### config.mk
export PLATFORM = sky130hd
export DESIGN_NAME = seq_divider_flat
export DESIGN_NICKNAME = d
export VERILOG_FILES = /design/src/rtl/div_pkg.sv /design/src/rtl/seq_divider_if.sv /design/src/rtl/div_step.sv /design/src/rtl/seq_divider.sv /design/src/flat_wrapper.sv
export SDC_FILE = /design/constraint.sdc
export NUM_CORES = 1
export LEC_CHECK = 0
export ABC_CLOCK_PERIOD_IN_PS = 2700
export CORE_MARGIN = 4
export CORE_UTILIZATION = 34
export DETAILED_ROUTE_END_ITERATION = 10
export HOLD_SLACK_MARGIN = 0.1
export PLACE_DENSITY = 0.55
export SETUP_SLACK_MARGIN = 0.15
export SLEW_MARGIN = 20
export SYNTH_ARGS = -nofsm -noshare
export SYNTH_HDL_FRONTEND = slang
export SYNTH_SLANG_ARGS = --single-unit
### constraint.sdc
create_clock -name clk -period 2.7 [get_ports clk]
set_input_delay 0.81 -clock clk [delete_from_list [all_inputs] [get_ports clk]]
set_output_delay 0.81 -clock clk [all_outputs]
set_load 0.02 [all_outputs]
### src/rtl/div_pkg.sv
// rtl/div_pkg.sv - shared constants and types for the sequential restoring divider
// Contents: default operand widths, FSM state enum, iteration counter width and last-step value.
package div_pkg;

    localparam int DW_DEF = 32;
    localparam int VW_DEF = 16;

    typedef enum logic {
        IDLE = 1'b0,
        RUN  = 1'b1
    } state_t;

    // One quotient bit per step; the counter runs 0..LAST_STEP inclusive.
    localparam int                 CNT_W     = 6;
    localparam logic [CNT_W-1:0]   LAST_STEP = CNT_W'(DW_DEF - 1);

endpackage

### src/rtl/seq_divider_if.sv
// rtl/seq_divider_if.sv - start/busy/done handshake and operand/result bundle for seq_divider
// Signals: start, dividend[DW], divisor[VW] (issuer -> divider);
//          busy, done, quotient[DW], remainder[VW], dz (divider -> issuer).
// Modports: master (issuing controller), slave (divider).
interface seq_divider_if
    import div_pkg::*;
#(
    parameter int DW = DW_DEF,
    parameter int VW = VW_DEF
) ();

    logic          start;
    logic [DW-1:0] dividend;
    logic [VW-1:0] divisor;
    logic          busy;
    logic          done;
    logic [DW-1:0] quotient;
    logic [VW-1:0] remainder;
    logic          dz;

    modport master (
        output start, dividend, divisor,
        input  busy, done, quotient, remainder, dz
    );

    modport slave (
        input  start, dividend, divisor,
        output busy, done, quotient, remainder, dz
    );

endinterface

### src/rtl/div_step.sv
// rtl/div_step.sv - one combinational restoring-division step
// Ports: rem_i[VW+1] partial remainder, bit_i next dividend bit, divisor_i[VW];
//        rem_o[VW+1] next partial remainder, q_o quotient bit.
module div_step #(
    parameter int VW = 16
) (
    input  logic [VW:0]   rem_i,
    input  logic          bit_i,
    input  logic [VW-1:0] divisor_i,
    output logic [VW:0]   rem_o,
    output logic          q_o
);

    logic [VW:0] trial;
    logic [VW:0] dvs_ext;

    assign trial   = {rem_i[VW-1:0], bit_i};
    assign dvs_ext = {1'b0, divisor_i};

    // rem_i[VW] is always zero because the remainder stays below the divisor;
    // if it were ever set, the true shifted value would exceed any divisor,
    // so it is folded in as an unconditional "subtract".
    always_comb begin
        if (rem_i[VW] || (trial >= dvs_ext)) begin
            q_o   = 1'b1;
            rem_o = trial - dvs_ext;
        end else begin
            q_o   = 1'b0;
            rem_o = trial;
        end
    end

endmodule

### src/rtl/seq_divider.sv
// rtl/seq_divider.sv - sequential unsigned restoring divider, 32/16 -> 32 quotient, 16 remainder
// Ports: clk, rst_n (asynchronous, active-low),
//        bus (seq_divider_if.slave): start/dividend/divisor in; busy/done/quotient/remainder/dz out.
// Build option: DIV_ZERO_SHORTCUT_EN - a zero divisor finishes one cycle after accept instead of 32.
module seq_divider
    import div_pkg::*;
#(
    parameter int DW = DW_DEF,
    parameter int VW = VW_DEF
) (
    input  logic         clk,
    input  logic         rst_n,
    seq_divider_if.slave bus
);

    state_t          state_q, state_d;
    logic [CNT_W-1:0] cnt_q, cnt_d;
    logic [VW:0]     rem_q, rem_d;
    logic [DW-1:0]   dvd_q, dvd_d;
    logic [VW-1:0]   dvs_q, dvs_d;
    logic [DW-1:0]   quo_q, quo_d;
    logic [VW-1:0]   remainder_q, remainder_d;
    logic            dz_q, dz_d;
    logic            done_q, done_d;

    logic            accept;
    logic            zero_skip;
    logic            last_step;
    logic [VW:0]     step_rem;
    logic            step_q;

    // The done cycle is already IDLE, so a start held across it is taken there.
    assign accept    = (state_q == IDLE) && bus.start;
    assign last_step = (state_q == RUN) && (cnt_q == LAST_STEP);

`ifdef DIV_ZERO_SHORTCUT_EN
    assign zero_skip = accept && (bus.divisor == '0);
`else
    assign zero_skip = 1'b0;
`endif

    div_step #(
        .VW(VW)
    ) u_step (
        .rem_i     (rem_q),
        .bit_i     (dvd_q[DW-1]),
        .divisor_i (dvs_q),
        .rem_o     (step_rem),
        .q_o       (step_q)
    );

    // FSM: state register
    always_ff @(posedge clk or negedge rst_n) begin
        if (!rst_n) begin
            state_q <= IDLE;
        end else begin
            state_q <= state_d;
        end
    end

    // FSM: next state
    always_comb begin
        state_d = state_q;
        unique case (state_q)
            IDLE: if (accept && !zero_skip) state_d = RUN;
            RUN:  if (last_step)            state_d = IDLE;
            default:                        state_d = IDLE;
        endcase
    end

    // FSM: outputs
    always_comb begin
        bus.busy      = (state_q == RUN);
        bus.done      = done_q;
        bus.quotient  = quo_q;
        bus.remainder = remainder_q;
        bus.dz        = dz_q;
    end

    // Datapath next-state: operand capture, one restoring step per RUN cycle,
    // result publication on the last step.
    always_comb begin
        cnt_d       = cnt_q;
        rem_d       = rem_q;
        dvd_d       = dvd_q;
        dvs_d       = dvs_q;
        quo_d       = quo_q;
        remainder_d = remainder_q;
        dz_d        = dz_q;
        done_d      = 1'b0;

        if (accept) begin
            dvd_d       = bus.dividend;
            dvs_d       = bus.divisor;
            rem_d       = '0;
            cnt_d       = '0;
            quo_d       = '0;
            remainder_d = '0;
            dz_d        = 1'b0;
            if (zero_skip) begin
                // Same values the full iteration would produce for divisor 0.
                quo_d       = '1;
                remainder_d = bus.dividend[VW-1:0];
                dz_d        = 1'b1;
                done_d      = 1'b1;
            end
        end else if (state_q == RUN) begin
            rem_d = step_rem;
            dvd_d = {dvd_q[DW-2:0], 1'b0};
            quo_d = {quo_q[DW-2:0], step_q};
            cnt_d = cnt_q + CNT_W'(1);
            if (last_step) begin
                remainder_d = step_rem[VW-1:0];
                dz_d        = (dvs_q == '0);
                done_d      = 1'b1;
            end
        end
    end

    always_ff @(posedge clk or negedge rst_n) begin
        if (!rst_n) begin
            cnt_q       <= '0;
            rem_q       <= '0;
            dvd_q       <= '0;
            dvs_q       <= '0;
            quo_q       <= '0;
            remainder_q <= '0;
            dz_q        <= 1'b0;
            done_q      <= 1'b0;
        end else begin
            cnt_q       <= cnt_d;
            rem_q       <= rem_d;
            dvd_q       <= dvd_d;
            dvs_q       <= dvs_d;
            quo_q       <= quo_d;
            remainder_q <= remainder_d;
            dz_q        <= dz_d;
            done_q      <= done_d;
        end
    end

endmodule

### src/flat_wrapper.sv
// flat-port wrapper written by rule: the top's interface ports become plain ports
module seq_divider_flat import div_pkg::*;
#(
    parameter int DW = DW_DEF,
    parameter int VW = VW_DEF
)
  (clk, rst_n, bus_start, bus_dividend, bus_divisor, bus_busy, bus_done, bus_quotient, bus_remainder, bus_dz);
  seq_divider_if #(.DW(DW), .VW(VW)) bus_i ();
  input  logic clk;
  input  logic rst_n;
  input wire logic [$bits(bus_i.start)-1:0] bus_start;
  input wire logic [$bits(bus_i.dividend)-1:0] bus_dividend;
  input wire logic [$bits(bus_i.divisor)-1:0] bus_divisor;
  output wire logic [$bits(bus_i.busy)-1:0] bus_busy;
  output wire logic [$bits(bus_i.done)-1:0] bus_done;
  output wire logic [$bits(bus_i.quotient)-1:0] bus_quotient;
  output wire logic [$bits(bus_i.remainder)-1:0] bus_remainder;
  output wire logic [$bits(bus_i.dz)-1:0] bus_dz;
  assign bus_i.start = bus_start;
  assign bus_i.dividend = bus_dividend;
  assign bus_i.divisor = bus_divisor;
  assign bus_busy = bus_i.busy;
  assign bus_done = bus_i.done;
  assign bus_quotient = bus_i.quotient;
  assign bus_remainder = bus_i.remainder;
  assign bus_dz = bus_i.dz;
  seq_divider #(.DW(DW), .VW(VW)) u_core (.clk(clk), .rst_n(rst_n), .bus(bus_i));
endmodule
==> flow_summary.toml <==
[sta]
finalClockSkew_ns = 0.009784
setup_viol = 0
drv_slew = 0
fmax_mhz = 402.0
slew-limit-headroom = 0.4356
worst_hold_slack_ns = 0.2084
fin_crit_sh = 0.9214
worst_pin_slew_ns = 0.8466
rsz0062_at_grt = "yes"
tns_ns = 0
finalWorstSetupSlack_ns = 0.2122
post-route-min-period_ns = 2.488
hold_viol = 0

[floorplan]
fp.coreArea_um2 = 18640
die_h_um = 145.6
die-area_um2 = 21190
io_pins = 102
die_w_um = 145.6
row_count = 50
initial_utilization = 0.3451

[yosys]
synth_area_leader_cell = "dfrtp_1"
netlist_area_um2 = 6434
synth_edf_count = 0
yosys_warnings = 0
synthFlopType = "dfrtp_1"
syn_area_per_cell_um2 = 9.675
synth_top_area_share = 0.4745
synth_seq_area_share = 0.4745
async_flop_share = 1.000
yosysUniqueCellTypes = 57
netlist_instances = 665
ys_top_cells_by_area = "dfrtp_1 (47%), o21ai_0 (6.1%), mux2i_1 (5.3%), nand2_1 (5.3%), nand2b_1 (3.6%)"
ys_seq_elements = 122
synth_nets = 734

[power]
p_leak_nw = 3.690
sw_frac_of_total = 0.4265
comb_power_share = 0.525
seqPwrFrac = 0.280
p_sw_mw = 5.084
pwr-share-clk = 0.195
totalPowerFinal_mw = 11.92
power.density_nw_per_um2 = 1413
intPower_mw = 6.836
peakVddDrop_uv = 649.2

[detailed_routing]
vias = 5363
vias_per_cell = 5.273
dr.pass1.iters = 4
drt_iter0_drc = 333
drc = 0
post_drt_wl_per_cell_um = 17.53
drt_wl_total_um = 17830
antenna_left = 0

[run]
drv_cap = 0

[layout]
layout_common_cells = "dfrtp_1 (121), clkdlybuf4s50_1 (99), nand2_1 (89)"
nFillCells = 1803
multiInputGateArea_um2 = 3122
layout_commonest_cell = "dfrtp_1"
fin_cells = 1017
utilization = 0.4526
final_nets = 839
seq_area_um2 = 3057
diodes = 0
drive_gt1_frac = 0.1264
area_growth_pct = 31.14
final_cell_area_um2 = 8437

[clock_network]
clkSinkCount = 122
cts-root-buf = "clkbuf_16"
cts_max_level = 4
cts_tree = "built"
cts_buffers = 17
clkLatencyLatePin_ns = 0.42
clk_path_buf_depth = 2
clk_pin_slew_ns = 0.06
holdBufCountCts = 0

[place]
place_ws_ns = 0.03582
place.gp.congestion = 0.8689
postPlaceCellArea_um2 = 7797
dp.cells = 984
place.port_buffers = 101
dp_hpwl_um = 12580

[worst_setup_path]
path_class = "register to register"
startpoint_type = "register"
critPathArrivalTime_ns = 2.84
worst_ep_required_time_ns = 3.06
end_kind = "register"
crit_fanout = 12

[global_routing]
grt_antenna_before_repair = 0
grt_pass1_wl_um = 29680
grt_usage = 0.1727
grt_max_degree = 98
first_global_vias = 5539
gr-total-overflow = 0

[worst_hold_path]
holdCritPathClass = "input port to async pin"

[run_status]
status = "complete, no violations"
cells in the mapped netlist, types with 10 or more instances:
cell type and count:
a21oi_1 17, o21ai_0 79, nand2_1 90, nand3b_1 11, inv_1 19, ha_1 17
nor2_1 16, nand3_1 22, o31ai_1 12, nand2b_1 37, mux2i_1 34, clkbuf_1 30
dfrtp_1 122, mux2_2 16, nand4_1 16, nor3_1 10
cell type report:
class / count / share of cell area
multi-input cells: 475 / 0.3700
flip-flops and latches: 122 / 0.3623
repair buffers: 134 / 0.1528
clock buffers: 17 / 0.05042
well taps: 234 / 0.03470
clock inverters: 15 / 0.02091
inverters: 20 / 0.008898
metal layers:
layer  up-vias  GRT usage  part of all wire
li1       2592          -                 -
met1      2613     0.2253              0.45
met2       136     0.2788              0.48
met3        22    0.05201             0.056
met4         0    0.05128             0.017
met5         -          0                 0
power groups by stage:
stage                     clock, mW  combinational [mW]  sequential (mW)
final                          2.32                6.25             3.34
after global routing           2.47                6.90             3.46
after CTS                      2.38                6.23             3.35
after detailed placement          0                6.20             3.36
after global placement            0                6.17             3.34
after floorplan                   0                3.68             3.60
critical path, stage by stage (launching register included):
cell and delay, ns:
dfrtp_1 0.42, ha_1 0.38, nand2_1 0.16, a211o_1 0.37
a21oi_2 0.22, o21ai_1 0.17, buf_12 0.18, a211oi_1 0.36
a211o_1 0.18
logic make-up after synthesis:
logic type,Yosys count,synth area share
flops,122,0.4745
xor+xnor,10,0.01361
compound gates,171,0.1710
simple gates,226,0.1789
fa+ha+maj,18,0.03617
mux,50,0.08090
buf+inv,68,0.04492
worst paths after layout:
path,start,end,slack [ns],cells after the start
min in group clk,u_core.dvd_q[6],u_core.dvd_q[7],0.48,2
max in group asynchronous,rst_n,u_core.bus.busy,1.93,2
worst min register to register,u_core.dvd_q[6],u_core.dvd_q[7],0.48,2
worst max-delay path,u_core.rem_q[2],u_core.rem_q[12],0.21,8
worst max register to register,u_core.rem_q[2],u_core.rem_q[12],0.21,8
worst min-delay path,rst_n,u_core.dvs_q[10],0.21,1
state kept, by name, summed over array words and instances (netlist names):
name / flops
u_core.bus.busy: 1
u_core.bus.done: 1
u_core.bus.dz: 1
u_core.bus.quotient: 32
u_core.bus.remainder: 16
u_core.cnt_q: 6
u_core.dvd_q: 32
u_core.dvs_q: 16
u_core.rem_q: 17
repair_timing:
action,in CTS,in global routing
setup endpoints to repair,5,17
setup buffers,0,1
cloned,0,0
hold endpoints to repair,0,0
gates resized for setup,2,5
Note: power is estimated with default switching activity, not from simulation.
